[config.mk]
export PLATFORM = sky130hd
export DESIGN_NAME = imm_gen_pipe
export DESIGN_NICKNAME = d
export VERILOG_FILES = /design/src/rtl/imm_pkg.sv /design/src/rtl/imm_extract.sv /design/src/rtl/imm_gen_pipe.sv
export SDC_FILE = /design/constraint.sdc
export NUM_CORES = 1
export LEC_CHECK = 0
export BUFFER_PORTS_ARGS = -buffer_cell sky130_fd_sc_hd__clkbuf_2
export CORE_AREA = 3 3 130 132
export DETAILED_ROUTE_END_ITERATION = 16
export DIE_AREA = 0 0 133 135
export PLACE_DENSITY_LB_ADDON = 0.3
export SLEW_MARGIN = 15
export SYNTH_ARGS = -nofsm -noshare
export SYNTH_HDL_FRONTEND = slang
export SYNTH_SLANG_ARGS = --single-unit
[constraint.sdc]
create_clock -name clk -period 2.3 [get_ports clk]
set_clock_uncertainty 0.15 [all_clocks]
set_input_delay 0.345 -clock clk [delete_from_list [all_inputs] [get_ports clk]]
set_output_delay 0.345 -clock clk [all_outputs]
set_load 0.02 [all_outputs]
[src/rtl/imm_pkg.sv]
// Shared definitions for the decode-stage immediate generator: immsel encodings
// and the datapath widths the generator supports.
package imm_pkg;

    // Immediate format selector, driven by the decoder alongside the instruction word.
    localparam logic [2:0] IMM_I     = 3'b000;
    localparam logic [2:0] IMM_S     = 3'b001;
    localparam logic [2:0] IMM_B     = 3'b010;
    localparam logic [2:0] IMM_J     = 3'b011;
    localparam logic [2:0] IMM_U     = 3'b100;
    localparam logic [2:0] IMM_SHAMT = 3'b101;
    localparam logic [2:0] IMM_ZIMM  = 3'b110;
    localparam logic [2:0] IMM_NONE  = 3'b111;

    // Supported datapath widths.
    localparam int unsigned XLEN_RV32 = 32;
    localparam int unsigned XLEN_RV64 = 64;

    // True for a datapath width the generator supports.
    function automatic bit xlen_legal(input int unsigned xlen);
        return (xlen == XLEN_RV32) || (xlen == XLEN_RV64);
    endfunction

endpackage

[src/rtl/imm_extract.sv]
// Combinational immediate extraction and extension for the base RISC-V formats.
// Every form is first assembled as a 32-bit value and then widened to XLEN, so
// sign extension above bit 31 (XLEN=64) falls out of a single signed cast.
module imm_extract
    import imm_pkg::*;
#(
    parameter int unsigned XLEN        = 32,
    parameter bit          HALFWORD_BJ = 1'b0
) (
    input  logic [31:0]     instr,
    input  logic [2:0]      immsel,
    output logic [XLEN-1:0] imm
);

    logic [31:0]            raw;
    logic                   is_bj;
    logic signed [XLEN-1:0] ext;

    // Opcode bits never contribute to an immediate.
    logic unused_opcode;
    assign unused_opcode = ^instr[6:0];

    // Assemble the selected form as a 32-bit value with its upper bits already extended.
    always_comb begin
        raw   = '0;
        is_bj = 1'b0;
        case (immsel)
            IMM_I: raw = {{20{instr[31]}}, instr[31:20]};
            IMM_S: raw = {{20{instr[31]}}, instr[31:25], instr[11:7]};
            IMM_B: begin
                raw   = {{19{instr[31]}}, instr[31], instr[7], instr[30:25], instr[11:8], 1'b0};
                is_bj = 1'b1;
            end
            IMM_J: begin
                raw   = {{11{instr[31]}}, instr[31], instr[19:12], instr[20], instr[30:21], 1'b0};
                is_bj = 1'b1;
            end
            IMM_U:     raw = {instr[31:12], 12'b0};
            // RV64 shifts use a 6-bit amount; RV32 only 5 bits.
            IMM_SHAMT: raw = (XLEN == XLEN_RV64) ? {26'b0, instr[25:20]} : {27'b0, instr[24:20]};
            IMM_ZIMM:  raw = {27'b0, instr[19:15]};
            default:   raw = '0;
        endcase
    end

    // Zero-extended forms have bit 31 clear, so a signed widening is correct for all forms.
    assign ext = XLEN'($signed(raw));

    // Legacy branch adders take a halfword offset: arithmetic shift keeps the sign.
    always_comb begin
        if (HALFWORD_BJ && is_bj) begin
            imm = ext >>> 1;
        end else begin
            imm = ext;
        end
    end

endmodule

[src/rtl/imm_gen_pipe.sv]
// Registered immediate generator for the decode stage. One output register plus a
// one-entry skid register make a 2-entry elastic stage; in_ready comes straight from
// a flop (skid empty), so after out_ready drops at most one further entry is taken.
module imm_gen_pipe
    import imm_pkg::*;
#(
    parameter int unsigned XLEN        = 32,
    parameter int unsigned TAG_W       = 8,
    parameter bit          HALFWORD_BJ = 1'b0
) (
    input  logic             clk,
    input  logic             rst_n,
    input  logic             flush,
    input  logic             in_valid,
    output logic             in_ready,
    input  logic [31:0]      in_instr,
    input  logic [2:0]       in_immsel,
    input  logic [TAG_W-1:0] in_tag,
    output logic             out_valid,
    input  logic             out_ready,
    output logic [XLEN-1:0]  out_imm,
    output logic [TAG_W-1:0] out_tag
);

    logic [XLEN-1:0]  in_imm;

    logic             out_valid_q, out_valid_d;
    logic [XLEN-1:0]  out_imm_q, out_imm_d;
    logic [TAG_W-1:0] out_tag_q, out_tag_d;

    logic             skid_valid_q, skid_valid_d;
    logic [XLEN-1:0]  skid_imm_q, skid_imm_d;
    logic [TAG_W-1:0] skid_tag_q, skid_tag_d;

    logic             in_fire;
    logic             out_free;

    imm_extract #(
        .XLEN        (XLEN),
        .HALFWORD_BJ (HALFWORD_BJ)
    ) u_extract (
        .instr  (in_instr),
        .immsel (in_immsel),
        .imm    (in_imm)
    );

    assign in_ready = ~skid_valid_q;
    assign in_fire  = in_valid & in_ready;
    // Output register can take a new entry this cycle: empty, or draining now.
    assign out_free = ~out_valid_q | out_ready;

    // Next-state for output and skid registers; flush overrides every transfer.
    always_comb begin
        out_valid_d  = out_valid_q;
        out_imm_d    = out_imm_q;
        out_tag_d    = out_tag_q;
        skid_valid_d = skid_valid_q;
        skid_imm_d   = skid_imm_q;
        skid_tag_d   = skid_tag_q;

        if (flush) begin
            out_valid_d  = 1'b0;
            skid_valid_d = 1'b0;
        end else if (out_free) begin
            if (skid_valid_q) begin
                // Older skid entry goes first; a same-cycle input backfills the skid.
                out_valid_d  = 1'b1;
                out_imm_d    = skid_imm_q;
                out_tag_d    = skid_tag_q;
                skid_valid_d = in_fire;
                if (in_fire) begin
                    skid_imm_d = in_imm;
                    skid_tag_d = in_tag;
                end
            end else begin
                out_valid_d = in_fire;
                if (in_fire) begin
                    out_imm_d = in_imm;
                    out_tag_d = in_tag;
                end
            end
        end else if (in_fire) begin
            // Output stalled: park the accepted entry in the skid register.
            skid_valid_d = 1'b1;
            skid_imm_d   = in_imm;
            skid_tag_d   = in_tag;
        end
    end

    // State registers with asynchronous reset to an empty, ready stage.
    always_ff @(posedge clk or negedge rst_n) begin
        if (!rst_n) begin
            out_valid_q  <= 1'b0;
            out_imm_q    <= '0;
            out_tag_q    <= '0;
            skid_valid_q <= 1'b0;
            skid_imm_q   <= '0;
            skid_tag_q   <= '0;
        end else begin
            out_valid_q  <= out_valid_d;
            out_imm_q    <= out_imm_d;
            out_tag_q    <= out_tag_d;
            skid_valid_q <= skid_valid_d;
            skid_imm_q   <= skid_imm_d;
            skid_tag_q   <= skid_tag_d;
        end
    end

    assign out_valid = out_valid_q;
    assign out_imm   = out_imm_q;
    assign out_tag   = out_tag_q;

endmodule

# After elaboration in Yosys (flattened, before gate mapping)
# Cells that the tools add are included.
dict set report totals {
  reg_bits 82
  latchBits 0
  mem_bits_rw 0
  mem_bits_ro 0
  mem_count 0
}
dict set report classes {
  addsub 0
  n_mul 0
  n_div 0
  magnitude_cmp 0
  n_eq_ne 7
  n_shift 0
  mux 18
  n_bitwise 5
  reduce_logical 6
}
# operator count
set ops {}
lappend ops {{$pmux W32 S7} 1}
lappend ops {{$mux W32} 5}
lappend ops {{$mux W8} 5}
lappend ops {{$eq A3 B3 Y1 const B} 3}
lappend ops {{$mux W1} 7}
lappend ops {{$eq A3 B2 Y1 const B} 2}
lappend ops {{$reduce_bool A2 Y1} 2}
lappend ops {{$eq A3 B1 Y1 const B} 1}
lappend ops {{$logic_not A3 Y1} 1}
lappend ops {{$not A1 Y1} 3}
lappend ops {{$reduce_and A3 Y1} 1}
lappend ops {{$reduce_bool A3 Y1} 1}
lappend ops {{$ne A2 B2 Y1 const B} 1}
lappend ops {{$reduce_and A2 Y1} 1}
lappend ops {{$and A1 B1 Y1} 1}
lappend ops {{$or A1 B1 Y1} 1}

# Longest topological paths before layout
# Gate-level depths: netlist (run 1).
dict set report depth {
  depth_word 5
  depth_mapped 6
  ltp_nobuf 4
}

# Modules after synthesis
# A second synthesis (run 1) with hierarchy kept.
dict set report unflattened {
  hier_cells 304
  hier_area_um2 4222.8
}
# mod n_inst cells_each area_each_um2
set modules_own_cells {}
lappend modules_own_cells {imm_gen_pipe 1 223 3641.0}
lappend modules_own_cells {imm_extract 1 81 581.8}

# Worst setup path before layout (run 1)
# OpenSTA, ideal clock, no wires.
dict set report synth_timing {
  path_type {reg2reg}
  startpoint {reg out_valid_q, in the netlist out_valid}
  endpoint {reg out_imm_q[28], in the netlist out_imm[28]}
  setup_time_ps 125
  arrival_ps 1515
  slack_ps 511
  stages_incl_launch_ff 5
  period_less_slack_ps 1789
  cell_sequence {dfrtp_1 and2b_4 nor3_4 buf_2 mux2_2}
}
dict set report synth_between {
  elab_chain_cells 3
}
# item line_no
set synth_lines {}
lappend synth_lines {{from (decl)} imm_gen_pipe.sv:27} ;# logic out_valid_q, out_valid_d;
lappend synth_lines {{from (signal assigned)} imm_gen_pipe.sv:100} ;# out_valid_q <= out_valid_d;
lappend synth_lines {{$not A1 Y1} imm_gen_pipe.sv:50} ;# assign out_free = ~out_valid_q | out_ready;
lappend synth_lines {{$or A1 B1 Y1} imm_gen_pipe.sv:50}
lappend synth_lines {{$reduce_and A3 Y1 (no source line)} n/a}
lappend synth_lines {{to (signal assigned)} imm_gen_pipe.sv:101} ;# out_imm_q <= out_imm_d;
lappend synth_lines {{to (decl)} imm_gen_pipe.sv:28} ;# logic [XLEN-1:0] out_imm_q, out_imm_d;
# Every way passes these cells.
# A chain may end at the register's enable or synchronous reset.

# Worst setup path in the final report (run 1)
dict set report layout_timing {
  startpoint {in in_immsel[2]}
  endpoint {reg out_imm_q[21], in the netlist out_imm[21]}
}
dict set report layout_between {
  elab_chain_cells 4
}
# item line_no
set layout_lines {}
lappend layout_lines {{from (decl)} imm_gen_pipe.sv:17} ;# input logic [2:0] in_immsel,
lappend layout_lines {{$eq A3 B3 Y1 (tied with other cells)} imm_extract.sv:27} ;# case (immsel)
lappend layout_lines {{$pmux W32 S7 (*)} imm_extract.sv:27}
lappend layout_lines {{$mux W32 (*)} imm_gen_pipe.sv:77} ;# if (in_fire) begin
lappend layout_lines {{$mux W32 (*)} imm_gen_pipe.sv:65} ;# if (skid_valid_q) begin
# Mark *: on every way between the ends. The rest lies on a longest branch, timed or not. The select of a mux whose other input is x is not followed.

==> impl_metrics.csv, run 1 <==
group,metric,value,unit
status,status,"completed",
cts,postCtsResizedCells,0,
synthesis,syn_inst,400,
cts,postCtsSetupBuffers,0,
min_path,min-delay-path-class,"in -> reg",
place,detailedPlacementHpwl,7299,um
cts,clk-insertion-delay-late,0.34,ns
synthesis,netlist-cell-type-count,32,
global_routing,gr-usage-all-layers,12.19,%
sta,setup_tns,0,ns
route,detailedRoute.firstIterationViolations,218,
worst_setup_path,arrival_time_of_the_worst_setup_path,1.96,ns
worst_setup_path,critPathLaunch,"in_immsel[2]",
route,vias_per_cell,4.516,
worst_setup_path,reg2regPathDepth,4,
min_path,min_delay_path_depth,2,
sta,drv_slew,0,
worst_setup_path,worst_case_register_to_register_setup_slack,0.54,ns
sta,finalWorstSetupSlack,0.4732,ns
route,drt_first_pass_iters,4,
cts,clk_pin_slew,0.06,ns
sta,max_freq,547.4,MHz
synthesis,yosys_most_used_dff,"sky130_fd_sc_hd__dfrtp_1",
floorplan,initial_utilization,24.92,%
synthesis,synth_enable_flop_cells,0,
sta,unrepaired_setup_endpoints_after_global_routing,"false",
route,drt_drc_violations_left,0,
floorplan,fp.dieW,133,um
place,dpl_cell_area,4606,sq um
worst_setup_path,timing.setup.critical_path_class,"in -> reg",
global_routing,globalRoute.totalOverflow,0,
place,port_buffers,82,
global_routing,grt_max_degree,64,
worst_setup_path,crit_fanout,12,
cts,cts_tree,"yes",
synthesis,synth.net_count,448,
worst_setup_path,timing.critical_path.from_type,"primary input",
worst_setup_path,endpoint_kind,"flip-flop",
sta,post-route-period-util,79.43,%
job,max-cap-violations,0,
synthesis,synth_area_per_cell,9.859,sq um
sta,timing_worst_slew_pin_value,0.9954,ns
final_layout,finished_layout_cell_area,4905,sq um
route,postRouteWirelength,10490,um
sta,final_hold_vios,0,
synthesis,synthArstFlopShare,100.0,%
min_path,hold_path.startpoint,"in_tag[2]",
cts,cts-htree-levels,3,
synthesis,synthesis.area,3944,sq um
min_path,timing.hold.worst_endpoint,"skid_tag_q[2]",
cts,cts-root-to-sink-buffers,2,
synthesis,sequential_fraction_of_the_synthesis_area,52.03,%
worst_setup_path,critical_path_required,2.43,ns
route,detail-route-antenna-nets,0,
floorplan,row_count,46,
route,mean_routed_wirelength_per_cell,15.07,um
floorplan,io_pins,90,
power_and_ir_drop,power_density,829.7,nW/um^2
final_layout,antennaDiodeCount,0,
final_layout,fillCellCount,1641,
place,dp_slack,0.1148,ns
floorplan,core_area,15830,sq um
sta,timing.slew.headroom,33.50,%
cts,cts-root-buf,"sky130_fd_sc_hd__clkbuf_16",
synthesis,total_number_of_yosys_warnings,0,
route,num_vias,3143,
global_routing,grt_pass1_wl,17060,um
final_layout,layout-area-overhead-vs-synth,24.37,%
place,place_congestion,0.7606,
cts,cts_inserted_buffers,9,
cts,tritoncts_num_sinks,82,
power_and_ir_drop,power.static_leakage,2.185,nW
global_routing,grt_antenna_before_repair,0,
final_layout,post_layout_nets,523,
global_routing,vias_in_the_first_global_route,3098,
synthesis,synth-seq-cells,82,
power_and_ir_drop,ir_drop,344.5,uV
final_layout,final_layout_size_suffix_gt1_share,30.00,%
sta,period_minus_slack,1.827,ns
worst_setup_path,r2r_path_end,"skid_imm_q[11]",
worst_setup_path,regToRegStartpoint,"out_valid",
sta,final_setup_vio_count,0,
floorplan,fp.dieH,135,um
floorplan,fp.dieArea,17960,sq um
-- worst max-delay path: stages --
cell and delay (ns):
sky130_fd_sc_hd__clkbuf_2 0.20, sky130_fd_sc_hd__nor3b_2 0.81, sky130_fd_sc_hd__a21oi_1 0.21, sky130_fd_sc_hd__o21ai_0 0.21, sky130_fd_sc_hd__mux2_2 0.17
-- cell usage after synthesis (3+ instances only) --
| cell type | instances | area share [%] |
|---|---|---|
| sky130_fd_sc_hd__a21oi_1 | 29 | 3.7 |
| sky130_fd_sc_hd__a22oi_1 | 4 | 0.76 |
| sky130_fd_sc_hd__buf_2 | 12 | 1.5 |
| sky130_fd_sc_hd__buf_4 | 4 | 0.76 |
| sky130_fd_sc_hd__clkbuf_1 | 14 | 1.3 |
| sky130_fd_sc_hd__dfrtp_1 | 82 | 52 |
| sky130_fd_sc_hd__mux2_2 | 30 | 8.6 |
| sky130_fd_sc_hd__mux2i_1 | 14 | 3.6 |
| sky130_fd_sc_hd__nand2_1 | 72 | 6.9 |
| sky130_fd_sc_hd__nand2b_1 | 10 | 1.6 |
| sky130_fd_sc_hd__nand3_1 | 20 | 2.5 |
| sky130_fd_sc_hd__nand3b_1 | 8 | 1.5 |
| sky130_fd_sc_hd__nor2_1 | 12 | 1.1 |
| sky130_fd_sc_hd__nor2b_1 | 3 | 0.48 |
| sky130_fd_sc_hd__o211ai_1 | 14 | 2.7 |
| sky130_fd_sc_hd__o21ai_0 | 56 | 7.1 |
-- routing by layer --
layer  global-route usage, %  part of all wire [%]  vias to the layer above
met5                       0                     0                        -
met4                   3.868                   1.3                        0
met3                   4.471                   7.1                       12
met2                   17.72                    44                       93
met1                   16.84                    48                     1491
li1                        -                     -                     1547
-- power breakdown --
group | internal, mW | switching (mW) | leakage (nW)
Clock | 0.845 | 0.584 | 0.141
Sequential | 1.71 | 0.133 | 1.05
Combinational | 0.320 | 0.481 | 0.995
Total | 2.87 | 1.20 | 2.18
-- sequential cells by signal (all words and copies together) (netlist names) --
| signal | cells |
|---|---|
| skid_imm_q | 32 |
| out_imm | 32 |
| out_tag | 8 |
| skid_tag_q | 8 |
| skid_valid_q | 1 |
| out_valid | 1 |
-- cell type report --
type | count | area [sq um] | area share, %
Clock inverter | 4 | 52.55 | 1.071
Sequential cell | 82 | 2053 | 41.86
Inverter | 1 | 3.754 | 0.07653
Timing Repair Buffer | 96 | 558.0 | 11.38
Clock buffer | 12 | 236.5 | 4.821
Tap cell | 216 | 270.3 | 5.510
Multi-Input combinational cell | 285 | 1730 | 35.28
-- cell families after synthesis --
family / after synthesis / share of synthesized area [%]
simple gates: 131 / 15.64
compound gates: 108 / 15.13
flops: 82 / 52.03
mux: 45 / 12.40
buf+inv: 33 / 4.093
xor+xnor: 1 / 0.6981
-- timing repair --
action	4_1_cts	5_1_grt
endpoints found under the setup margin	0	0
endpoints found under the hold margin	34	0
hold buffers	1	0
-- metrics by stage --
stage | hold WS [ns] | util (%) | instances | power [mW]
2_1_floorplan | -0.1006 | - | 400 | 2.354
3_3_place_gp | 0.1989 | 29.10 | 679 | 2.658
3_5_place_dp | 0.2085 | 29.10 | 679 | 2.687
4_1_cts | 0.08281 | 30.99 | 696 | 4.158
5_1_grt | 0.08479 | 30.99 | 696 | 4.335
6_report | 0.1047 | 30.99 | 696 | 4.069
-- worst max path at each step --
stage | endpoint | slack [ns] | depth (start not counted)
5_1_grt | out_imm[24] | 0.30 | 5
2_1_floorplan | out_imm[28] | 0.51 | 4
3_5_place_dp | out_imm[21] | 0.11 | 5
6_report | out_imm[21] | 0.47 | 5
3_3_place_gp | out_imm[26] | 0.15 | 5
4_1_cts | in_ready | 0.46 | 3
-- layout by cell type, fill, tap and decap left out, drive strengths merged, types with 4 or more instances in the layout --
| master | n |
|---|---|
| o211ai | 14 |
| mux2 | 31 |
| nand2b | 10 |
| nand2 | 72 |
| o21ai | 57 |
| a21oi | 29 |
| buf | 14 |
| a22oi | 4 |
| mux2i | 14 |
| dfrtp | 82 |
| nand3 | 21 |
| clkbuf | 93 |
| nand3b | 8 |
| nor2 | 12 |
Power figures use the tool's default switching activity.
==> inputs of run 2 (changes only) <==
- clock period: 2.3 -> 1.7 ns (I/O delays scaled with it)
==> run 2 against run 1 <==
Net effect:
- utilization up 2.4 points
- largest cell class unchanged
- sequential share of layout area down 3.0 points
- total power up 41%
- die area unchanged
- largest power group unchanged
- count of clock-buffer cells in the layout up 1
- final cell count up 2.9%
==> impl_metrics.csv, run 2 (same netlist as run 1, synthesis figures left out) <==
group,metric,value,unit
worst_setup_path,endpoint_kind,"flip-flop",
place,place_congestion,0.7556,
worst_setup_path,critical_path_cell_list,"and2b_4 > nor3_4 > buf_12 > buf_8 > mux2_2",
worst_setup_path,critical_path_required,1.77,ns
worst_setup_path,worstPathBufferInverterCount,2,
floorplan,fp.dieH,135,um
floorplan,fp.dieW,133,um
floorplan,fp.dieArea,17960,sq um
final_layout,final_layout_size_suffix_gt1_share,34.20,%
min_path,min_delay_path_depth,2,
worst_setup_path,critPathLaunch,"out_valid",
cts,tritoncts_num_sinks,82,
sta,max_freq,603.0,MHz
worst_setup_path,cpMaxStageDelayCell,"sky130_fd_sc_hd__dfrtp_2",
sta,final_setup_vio_count,0,
final_layout,post_layout_nets,543,
sta,period_minus_slack,1.658,ns
cts,cts-root-buf,"sky130_fd_sc_hd__clkbuf_16",
cts,cts-htree-levels,3,
worst_setup_path,arrival_time_of_the_worst_setup_path,1.73,ns
sta,final_hold_vios,0,
final_layout,fillCellCount,1631,
cts,clk-insertion-delay-late,0.34,ns
route,postRouteWirelength,11590,um
worst_setup_path,crit_fanout,12,
global_routing,vias_in_the_first_global_route,3306,
min_path,min-delay-path-class,"in -> reg",
final_layout,layout_common_cells,"sky130_fd_sc_hd__clkbuf_2, sky130_fd_sc_hd__dfrtp_1, sky130_fd_sc_hd__nand2_1",
worst_setup_path,timing.setup.critical_path_class,"reg -> reg",
power_and_ir_drop,power_density,1086,nW/um^2
global_routing,grt_antenna_before_repair,0,
global_routing,grt_max_degree,47,
sta,unrepaired_setup_endpoints_after_global_routing,"true",
worst_setup_path,timing.critical_path.depth,5,
status,status,"completed",
power_and_ir_drop,comb_pwr_share,20.9,%
final_layout,antennaDiodeCount,0,
sta,drv_slew,0,
floorplan,initial_utilization,24.92,%
global_routing,grt_pass1_wl,18070,um
cts,cts_tree,"yes",
sta,timing_worst_slew_pin_value,0.9115,ns
route,detailedRoute.firstIterationViolations,198,
global_routing,globalRoute.totalOverflow,0,
worst_setup_path,kind_of_cell_adding_the_most_delay_to_the_critical_path,"flip-flops",
sta,holdWs,0.01920,ns
worst_setup_path,worstSetupEndpoint,"out_imm[26]",
route,drt_first_pass_iters,5,
cts,cts_inserted_buffers,9,
power_and_ir_drop,sw_power,1.659,mW
worst_setup_path,regToRegStartpoint,"out_valid",
power_and_ir_drop,seq_power_share,43.6,%
route,mean_routed_wirelength_per_cell,16.19,um
power_and_ir_drop,p_int,4.085,mW
worst_setup_path,r2r_path_end,"out_imm[26]",
sta,timing.slew.headroom,39.11,%
route,drt_drc_violations_left,0,
floorplan,core_area,15830,sq um
route,vias_per_cell,4.547,
global_routing,gr-usage-all-layers,12.93,%
place,port_buffers,82,
route,num_vias,3256,
sta,post-route-period-util,97.55,%
final_layout,fin_cells,716,
power_and_ir_drop,switching_share,28.88,%
final_layout,layout-area-overhead-vs-synth,34.14,%
cts,cts-root-to-sink-buffers,2,
floorplan,row_count,46,
worst_setup_path,crit_path_max_incr_delay,0.41,ns
power_and_ir_drop,power.static_leakage,2.371,nW
route,detail-route-antenna-nets,0,
worst_setup_path,timing.critical_path.from_type,"flip-flop",
place,detailedPlacementHpwl,7869,um
worst_setup_path,reg2regPathDepth,5,
power_and_ir_drop,power.share.clock,35.5,%
job,max-cap-violations,0,
cts,clk_pin_slew,0.06,ns
floorplan,io_pins,90,
power_and_ir_drop,ir_drop,499.0,uV
worst_setup_path,worst_case_register_to_register_setup_slack,0.04,ns
power_and_ir_drop,totalPowerFinal,5.744,mW
place,dp.cells,684,
## run 2: cell types whose count changed in the layout (fill, tap and decap cells not counted), moves of 2 or more
cell / delta
sky130_fd_sc_hd__mux2_4: +4
sky130_fd_sc_hd__buf_12: +6
sky130_fd_sc_hd__mux2_2: -4
sky130_fd_sc_hd__clkbuf_1: -2
sky130_fd_sc_hd__buf_16: +2
sky130_fd_sc_hd__clkbuf_16: +2
sky130_fd_sc_hd__buf_4: +7
sky130_fd_sc_hd__clkbuf_8: +3
## run 2: layout make-up
class | instances | area, sq um | share of cell area, %
Sequential cell | 82 | 2054 | 38.84
Clock buffer | 13 | 270.3 | 5.109
Timing Repair Buffer | 116 | 874.6 | 16.53
Multi-Input combinational cell | 285 | 1770 | 33.47
Clock inverter | 3 | 46.29 | 0.8751
Tap cell | 216 | 270.3 | 5.109
Inverter | 1 | 3.754 | 0.07096
## run 2: worst register-to-register path, stage by stage, from the launching register on
cell and delay [ns]:
sky130_fd_sc_hd__dfrtp_2 0.41, sky130_fd_sc_hd__and2b_4 0.19, sky130_fd_sc_hd__nor3_4 0.15, sky130_fd_sc_hd__buf_12 0.14, sky130_fd_sc_hd__buf_8 0.16, sky130_fd_sc_hd__mux2_2 0.35
## run 2: per-stage QoR
step / setup TNS (ns) / util, % / setup WS [ns] / area, sq um
final: 0 / 33.42 / 0.04158 / 5290
after global routing: -0.04288 / 33.42 / -0.02221 / 5290
after CTS: -0.02449 / 32.75 / -0.01651 / 5184
after detailed placement: -3.828 / 29.71 / -0.1984 / 4702
after global placement: -2.768 / 29.71 / -0.1919 / 4702
after floorplan: -0.5099 / - / -0.04604 / 3963
## run 2: worst min-delay path by stage
stage / start / endpoint / slack [ns]
after CTS: in_tag[0] / skid_tag_q[0] / 0.0006
final: in_tag[0] / skid_tag_q[0] / 0.02
after global placement: rst_n / out_imm[9] / 0.1
after global routing: in_tag[3] / skid_tag_q[3] / 0.002
after detailed placement: rst_n / out_imm[9] / 0.10
after floorplan: rst_n / out_imm[0] / -0.19
## run 2: what timing repair did
| action | 4_1_cts | 5_1_grt |
|---|---|---|
| endpoints found under the hold margin | 31 | 0 |
| pin swaps | 1 | 4 |
| gates resized for setup | 6 | 10 |
| hold buffers | 2 | 0 |
| endpoints found under the setup margin | 26 | 54 |
| gates cloned | 2 | 2 |
| buffers inserted | 7 | 3 |
## run 2: power groups by stage
stage / Sequential (mW) / Combinational, mW / Clock (mW)
6_report: 2.51 / 1.20 / 2.04
2_1_floorplan: 2.69 / 0.500 / 0
5_1_grt: 2.56 / 1.33 / 2.19
3_5_place_dp: 2.54 / 1.14 / 0
3_3_place_gp: 2.53 / 1.11 / 0
4_1_cts: 2.51 / 1.20 / 2.11
## run 2: metal layers
layer | up-vias | GRT usage [%] | part of all wire, %
met1 | 1588 | 14.93 | 42
met5 | - | 0 | 0
met2 | 74 | 23.28 | 52
met3 | 7 | 4.434 | 5.0
met4 | 0 | 2.656 | 0.90
li1 | 1587 | - | -
